File: src/rtl/dsp_proj.sv
// dsp_proj: single-slice multiply-accumulate primitive in the DSP48A1 mould.
// The datapath is an 18-bit pre-adder (D +/- B), an 18x18 unsigned multiplier,
// and a 48-bit post-adder/subtractor with X/Z operand muxes and carry.
// Every pipeline stage can be a register (own async reset and clock enable)
// or a plain wire, chosen by its parameter. Cascade ports BCOUT/PCOUT allow
// chaining slices. There is no handshake: data moves every enabled edge.
module dsp_proj #(
    parameter int    A0REG       = 0,
    parameter int    B0REG       = 0,
    parameter int    A1REG       = 1,
    parameter int    B1REG       = 1,
    parameter int    CREG        = 1,
    parameter int    DREG        = 1,
    parameter int    MREG        = 1,
    parameter int    PREG        = 1,
    parameter int    CARRYINREG  = 1,
    parameter int    CARRYOUTREG = 1,
    parameter int    OPMODEREG   = 1,
    parameter string CARRYINSEL  = "OPMODE5",
    parameter string B_INPUT     = "DIRECT"
) (
    input  logic        clk,
    input  logic        RSTA,
    input  logic        RSTB,
    input  logic        RSTC,
    input  logic        RSTD,
    input  logic        RSTM,
    input  logic        RSTP,
    input  logic        RSTCARRYIN,
    input  logic        RSTOPMODE,
    input  logic        CEA,
    input  logic        CEB,
    input  logic        CEC,
    input  logic        CED,
    input  logic        CEM,
    input  logic        CEP,
    input  logic        CECARRYIN,
    input  logic        CEOPMODE,
    input  logic [17:0] A,
    input  logic [17:0] B,
    input  logic [17:0] D,
    input  logic [17:0] BCIN,
    input  logic [47:0] C,
    input  logic [47:0] PCIN,
    input  logic        carryin,
    input  logic [7:0]  opmode,
    output logic [35:0] M,
    output logic [47:0] P,
    output logic [47:0] PCOUT,
    output logic [17:0] BCOUT,
    output logic        carryout,
    output logic        carryoutF
);

    // Source selections resolved at elaboration time.
    localparam logic B_FROM_PORT    = (B_INPUT == "DIRECT");
    localparam logic B_FROM_CASCADE = (B_INPUT == "CASCADE");
    localparam logic CIN_FROM_OPM   = (CARRYINSEL == "OPMODE5");
    localparam logic CIN_FROM_PORT  = (CARRYINSEL == "CARRYIN");

    // Stage register state (_q) and the stage outputs after the bypass mux.
    logic [17:0] a0_q, a1_q, b0_q, b1_q, d_q;
    logic [47:0] c_q, p_q;
    logic [35:0] m_q;
    logic [7:0]  opm_q;
    logic        cin_q, cout_q;

    logic [17:0] a0, a1, b0, b1, d;
    logic [47:0] c;
    logic [35:0] m;
    logic [7:0]  opm;
    logic        cin;

    // Next-state values of the computing stages.
    logic [17:0] b_src;
    logic [17:0] preadd_d;
    logic [17:0] b1_d;
    logic [35:0] m_d;
    logic        carry_src;
    logic [47:0] x_mux;
    logic [47:0] z_mux;
    logic [48:0] post_d;

    // B operand source: direct port, cascade input, or tied off.
    always_comb begin
        b_src = '0;
        if (B_FROM_PORT) begin
            b_src = B;
        end else if (B_FROM_CASCADE) begin
            b_src = BCIN;
        end
    end

    // A0 stage.
    always_ff @(posedge clk or posedge RSTA) begin
        if (RSTA) begin
            a0_q <= '0;
        end else if (CEA) begin
            a0_q <= A;
        end
    end
    assign a0 = (A0REG != 0) ? a0_q : A;

    // A1 stage, shares reset/enable with A0.
    always_ff @(posedge clk or posedge RSTA) begin
        if (RSTA) begin
            a1_q <= '0;
        end else if (CEA) begin
            a1_q <= a0;
        end
    end
    assign a1 = (A1REG != 0) ? a1_q : a0;

    // B0 stage.
    always_ff @(posedge clk or posedge RSTB) begin
        if (RSTB) begin
            b0_q <= '0;
        end else if (CEB) begin
            b0_q <= b_src;
        end
    end
    assign b0 = (B0REG != 0) ? b0_q : b_src;

    // D stage.
    always_ff @(posedge clk or posedge RSTD) begin
        if (RSTD) begin
            d_q <= '0;
        end else if (CED) begin
            d_q <= D;
        end
    end
    assign d = (DREG != 0) ? d_q : D;

    // C stage.
    always_ff @(posedge clk or posedge RSTC) begin
        if (RSTC) begin
            c_q <= '0;
        end else if (CEC) begin
            c_q <= C;
        end
    end
    assign c = (CREG != 0) ? c_q : C;

    // Opmode stage; every opmode decode below uses this registered copy.
    always_ff @(posedge clk or posedge RSTOPMODE) begin
        if (RSTOPMODE) begin
            opm_q <= '0;
        end else if (CEOPMODE) begin
            opm_q <= opmode;
        end
    end
    assign opm = (OPMODEREG != 0) ? opm_q : opmode;

    // Pre-adder (wraps at 18 bits) and B1 input select.
    always_comb begin
        preadd_d = opm[6] ? (d - b0) : (d + b0);
        b1_d     = opm[4] ? preadd_d : b0;
    end

    // B1 stage, shares reset/enable with B0; its output is also BCOUT.
    always_ff @(posedge clk or posedge RSTB) begin
        if (RSTB) begin
            b1_q <= '0;
        end else if (CEB) begin
            b1_q <= b1_d;
        end
    end
    assign b1 = (B1REG != 0) ? b1_q : b1_d;

    // Unsigned 18x18 multiplier.
    always_comb begin
        m_d = 36'(a1) * 36'(b1);
    end

    // M stage.
    always_ff @(posedge clk or posedge RSTM) begin
        if (RSTM) begin
            m_q <= '0;
        end else if (CEM) begin
            m_q <= m_d;
        end
    end
    assign m = (MREG != 0) ? m_q : m_d;

    // Carry source select.
    always_comb begin
        carry_src = 1'b0;
        if (CIN_FROM_OPM) begin
            carry_src = opm[5];
        end else if (CIN_FROM_PORT) begin
            carry_src = carryin;
        end
    end

    // Carry-in stage.
    always_ff @(posedge clk or posedge RSTCARRYIN) begin
        if (RSTCARRYIN) begin
            cin_q <= 1'b0;
        end else if (CECARRYIN) begin
            cin_q <= carry_src;
        end
    end
    assign cin = (CARRYINREG != 0) ? cin_q : carry_src;

    // X and Z operand muxes; P feedback gives accumulate behaviour.
    always_comb begin
        x_mux = '0;
        case (opm[1:0])
            2'd0:    x_mux = '0;
            2'd1:    x_mux = {12'd0, m};
            2'd2:    x_mux = P;
            default: x_mux = {d[11:0], a1, b1};
        endcase
        z_mux = '0;
        case (opm[3:2])
            2'd0:    z_mux = '0;
            2'd1:    z_mux = PCIN;
            2'd2:    z_mux = P;
            default: z_mux = c;
        endcase
    end

    // Post-adder; bit 48 is the carry when adding, the borrow when subtracting.
    always_comb begin
        if (opm[7]) begin
            post_d = {1'b0, z_mux} - ({1'b0, x_mux} + {48'd0, cin});
        end else begin
            post_d = {1'b0, z_mux} + {1'b0, x_mux} + {48'd0, cin};
        end
    end

    // P stage.
    always_ff @(posedge clk or posedge RSTP) begin
        if (RSTP) begin
            p_q <= '0;
        end else if (CEP) begin
            p_q <= post_d[47:0];
        end
    end
    assign P = (PREG != 0) ? p_q : post_d[47:0];

    // Carry-out stage, controlled by the carry-in reset/enable pair.
    always_ff @(posedge clk or posedge RSTCARRYIN) begin
        if (RSTCARRYIN) begin
            cout_q <= 1'b0;
        end else if (CECARRYIN) begin
            cout_q <= post_d[48];
        end
    end
    assign carryout = (CARRYOUTREG != 0) ? cout_q : post_d[48];

    assign M         = m;
    assign PCOUT     = P;
    assign BCOUT     = b1;
    assign carryoutF = carryout;

endmodule

File: config.mk
export PLATFORM = sky130hd
export DESIGN_NAME = dsp_proj
export DESIGN_NICKNAME = d
export VERILOG_FILES = /design/src/rtl/dsp_proj.sv
export SDC_FILE = /design/constraint.sdc
export NUM_CORES = 2
export LEC_CHECK = 0
export BUFFER_PORTS_ARGS = -buffer_cell sky130_fd_sc_hd__buf_2
export CORE_UTILIZATION = 30
export CTS_BUF_LIST = sky130_fd_sc_hd__clkbuf_4 sky130_fd_sc_hd__clkbuf_8 sky130_fd_sc_hd__clkbuf_16
export CTS_CLUSTER_SIZE = 16
export DETAILED_ROUTE_END_ITERATION = 10
export GPL_TIMING_DRIVEN = 1
export PLACE_DENSITY = 0.55
export SETUP_SLACK_MARGIN = 0.2
export SLEW_MARGIN = 5
export SYNTH_ARGS = -nofsm -noshare
export SYNTH_HDL_FRONTEND = slang
export SYNTH_SLANG_ARGS = --single-unit
File: constraint.sdc
create_clock -name clk -period 20.3 [get_ports clk]
set_input_delay 1.015 -clock clk [delete_from_list [all_inputs] [get_ports clk]]
set_output_delay 1.015 -clock clk [all_outputs]
set_load 0.005 [all_outputs]
# Word level (Yosys, flattened, before mapping)
# Cells that the tools add are included.
word_totals:
  ff_bits: 196
  output_inout_bits: 152
op_classes:
  eq_ne: 4
  mul: 1
  muxes: 5
  n_addsub: 6
  reduce_logical: 2
ops:
  columns: ["cell", "n"]
  rows:
  - ["48-bit case mux with 3 select lines", 2]
  - ["48-bit by 1-bit adder with 49-bit output", 1]
  - ["48-bit by 48-bit adder with 49-bit output", 1]
  - ["49-bit by 1-bit adder with 49-bit output", 1]
  - ["49-bit two-way mux", 1]
  - ["48-bit by 49-bit subtractor with 49-bit output", 1]
  - ["18-bit by 18-bit multiplier with 36-bit output", 1]
  - ["18-bit two-way mux", 2]
  - ["18-bit adder", 1]
  - ["18-bit subtractor", 1]
  - ["2-bit by 1-bit == test with 1-bit output, second input constant", 2]
  - ["2-bit == test, second input constant", 2]
  - ["2-bit logical NOT", 2]

# Depth between registers and ports, before layout
logic_depth:
  depth_word: 5
  ltp_mapped: 27
  ltp_nobuf: 25

# Least setup slack after synthesis
# No wires, ideal clock.
synth_timing:
  path_kind: "register -> register"
  startpoint: "register b1_q[3] (netlist: BCOUT[3])"
  endpoint: "register m_q[34] (netlist: M[34])"
  setup_slack_ps: 13665
  stages_incl_launch_ff: 27
  t_required_ps: 20175
  arrival_ps: 6511
  path_cell_list: "dfrtp_1 clkbuf_1 clkbuf_1 nand2_1 fa_1 fa_1 inv_1 fa_1 inv_1 fa_1 inv_1 fa_1 inv_1 fa_1 inv_1 ha_1 and2_1 a221o_1 a31oi_1 o31ai_1 a31oi_1 nand2_1 a21oi_2 a21oi_1 a211oi_2 xnor2_1 mux2_2"
synth_between:
  elab_chain_len: 1
synth_lines:
  columns: ["item", "line_no", "rtl"]
  rows:
  - ["from (decl)", "62", "logic [17:0] a0_q, a1_q, b0_q, b1_q, d_q;"]
  - ["from (signal assigned)", "163", "b1_q <= '0;"]
  - ["from (signal assigned)", "165", "b1_q <= b1_d;"]
  - ["18-bit by 18-bit multiplier with 36-bit output", "172", "m_d = 36'(a1) * 36'(b1);"]
  - ["to (signal assigned)", "180", "m_q <= m_d;"]
  - ["to (decl)", "64", "logic [35:0] m_q;"]
# No other way between the ends.
# A chain may end at the register's enable or synchronous reset.

# Worst setup path in the final report
layout_timing:
  startpoint: "register b1_q[4] (netlist: BCOUT[4])"
  endpoint: "register m_q[32] (netlist: M[32])"
# Same word-level chain as after synthesis.

==> impl_metrics.tcl <==
set metrics [dict create \
    status "finished, final reports clean" \
    synth_seq_cells 196 \
    root_buffer "clkbuf_16" \
    gp_congestion 0.908 \
    die_width_um 306 \
    dieArea_mm2 0.0935 \
    cp-startpoint "BCOUT[4]$_DFFE_PP0P_" \
    cp-start-kind "register" \
    yosysMostFrequentCell "inv_1" \
    hp-class "input pin to async pin" \
    timing.max_cap.violations 0 \
    max_freq_mhz 128 \
    drive_above_1_share 0.195 \
    cp.arrival_ns 8.23 \
    grt_pass1_vias 22700 \
    crit_slowest_cell "dfrtp_1" \
    synth_nets 3836 \
    timing.rr.start "BCOUT[4]$_DFFE_PP0P_" \
    synth_edf_count 0 \
    slowest_delay_ns 0.71 \
    drv_slew 0 \
    track_usage 0.197 \
    grt_remaining_overflow 0 \
    io-pin-count 346 \
    cp_common_cell "fa_1" \
    die_y_um 306 \
    drc 0 \
    cts.repair.resized 0 \
    r2r_cells 25 \
    timing.final.crit_share 0.384 \
    endpoint_kind "register" \
    synthArstFlopShare 1.00 \
    viasPerCell 5.07 \
    cp_max_fo 13 \
    vias 22700 \
    avgSynthCellArea_um2 8.89 \
    ant_nets 0 \
    synthFlopType "dfrtp_1" \
    synth_area_leaders "fa_1 (19%), dfrtp_1 (18%), ha_1 (12%)" \
    row_count 111 \
    wl_per_cell_um 20.5 \
    worstReg2RegEnd "M[32]$_DFFE_PP0P_" \
    synth_common_cells "inv_1 (435), nand2_1 (289), ha_1 (267)" \
    core_mm2 0.0915 \
    cp.required_ns 20.73 \
    grt_antenna_before_repair 8 \
    syn2layout_area_growth_pct 10.8 \
    synth.cell_area_mm2 0.0277 \
    clock_path_buffers 2 \
    dp_hpwl_um 71800 \
    cts_hold_buf 0 \
    drt-pass1-iter-count 5 \
    tightest_slew_ns 1.12 \
    grt_max_degree 71 \
    post_cts_buffers 0 \
    hold_violations 0 \
    synth_cells 3114 \
    fin_crit_ns 7.80 \
    insertion_delay_ns 0.53 \
    nFillCells 9565 \
    dr.first_iter.drc_count 1567 \
    grt_pass1_wl_um 140000 \
    reg2reg_setup_slack_ns 12.50 \
    nNetsFinal 3992 \
    seq_area_frac_synth 0.177 \
    clock_skew_ns 0.0244 \
    synth_cell_types 85 \
    cts.clk_slew.worst_paths_ns 0.09 \
    setup-tns-final_ns 0 \
    crit_buf_inv 6 \
    numCtsBuffers 17 \
    rsz0062_at_grt "no" \
    cts_tree "done" \
    synth_top_area_share 0.189 \
    slew-limit-headroom 0.252 \
    routed_wl_um 91400 \
    htreeDepth 4 \
    yosysTopAreaCell "fa_1" \
    crit_type "register to register" \
    synth-warning-count 0 \
    setup_viol 0 \
    cts_sinks 196 \
    path_delay_family "adder cells" \
    io_buffer_count 326 \
    start_util 0.303 \
]
==> logic make-up (layout without fill, tap and decap cells) <==
kind of cell | after synthesis | after routing | share of synthesized area
fa+ha+maj | 528 | 528 | 0.309
other cells | 0 | 1 | 0
mux | 245 | 245 | 0.0980
compound gates | 622 | 622 | 0.150
flops | 196 | 196 | 0.177
xor+xnor | 143 | 143 | 0.0452
buf+inv | 659 | 828 | 0.0961
simple gates | 721 | 721 | 0.125
==> metal layers <==
layer | vias to the layer above | track usage | share of wire
met4 | 8 | 0.0355 | 0.012
met5 | - | 0 | 0.00063
met3 | 62 | 0.0459 | 0.073
li1 | 10600 | - | -
met2 | 723 | 0.307 | 0.44
met1 | 11300 | 0.277 | 0.47
==> worst reg2reg max path: stages (launching register included) <==
cell and delay (ns):
dfrtp_1 0.71, buf_4 0.39, nand2_1 0.13, fa_1 0.52
fa_1 0.55, inv_1 0.06, fa_1 0.49, inv_1 0.05
fa_1 0.53, inv_1 0.05, fa_1 0.47, inv_1 0.05
fa_1 0.48, inv_1 0.05, ha_1 0.33, and2_1 0.19
a221o_1 0.29, a31oi_1 0.42, o31ai_1 0.24, a31oi_1 0.37
nand2_1 0.18, a21oi_2 0.34, a21oi_1 0.21, a31oi_1 0.24
xnor2_1 0.09, mux2_2 0.26
==> cell usage in the layout (no fill, tap or decap), types with 9 or more instances in the layout <==
cell	instances
a211oi_1	9
inv_1	432
and3_1	19
fa_1	261
nor3_1	18
o21ai_0	91
a22o_1	84
xnor2_1	101
dfrtp_1	191
nand2b_1	17
mux2i_1	38
a21o_1	85
a21oi_1	205
o21bai_1	27
o21a_1	14
nand3_1	25
buf_2	326
ha_1	267
nand4_1	20
buf_4	35
a31oi_1	23
mux2_2	206
nand2_1	289
xor2_1	42
and2_1	141
nor2_1	130
clkbuf_16	17
nor2b_1	28
==> stage by stage <==
step           hold slack [ns]  setup slack, ns  utilization  std cells  area, um^2
2_1_floorplan            0.444            13.66            -       3114       27700
3_3_place_gp             0.471            12.71        0.329       4437       30100
3_5_place_dp             0.479            12.61        0.329       4437       30100
4_1_cts                  0.281            12.59        0.335       4469       30700
5_1_grt                  0.303            12.23        0.335       4469       30700
6_report                 0.313            12.50        0.335       4470       30700
==> worst max path at each step <==
stage | to | slack (ns) | depth (start not counted)
6_report | M[32]$_DFFE_PP0P_ | 12.50 | 25
2_1_floorplan | M[34]$_DFFE_PP0P_ | 13.66 | 26
5_1_grt | M[35]$_DFFE_PP0P_ | 12.23 | 24
3_3_place_gp | M[32]$_DFFE_PP0P_ | 12.71 | 25
4_1_cts | M[32]$_DFFE_PP0P_ | 12.59 | 24
3_5_place_dp | M[32]$_DFFE_PP0P_ | 12.61 | 24
==> final cells by class <==
type / instances / area, um^2 / share of cell area
flip-flops and latches: 196 / 4910 / 0.160
diodes: 1 / 2.50 / 0.0000815
well taps: 1186 / 1480 / 0.0483
inverters: 435 / 1630 / 0.0532
clock buffers: 17 / 425 / 0.0139
clock inverters: 15 / 198 / 0.00644
multi-input cells: 2259 / 20100 / 0.656
repair buffers: 361 / 1890 / 0.0617
==> sequential cells by signal, summed over array words and instances, names as in the netlist <==
register and count:
a1 18, cin 1, P 48, opm 8, d 18, carryout 1
c 48, BCOUT 18, M 36
Power is not shown: default switching activity piles up to over one toggle a cycle in this logic, so the estimate is an artifact.
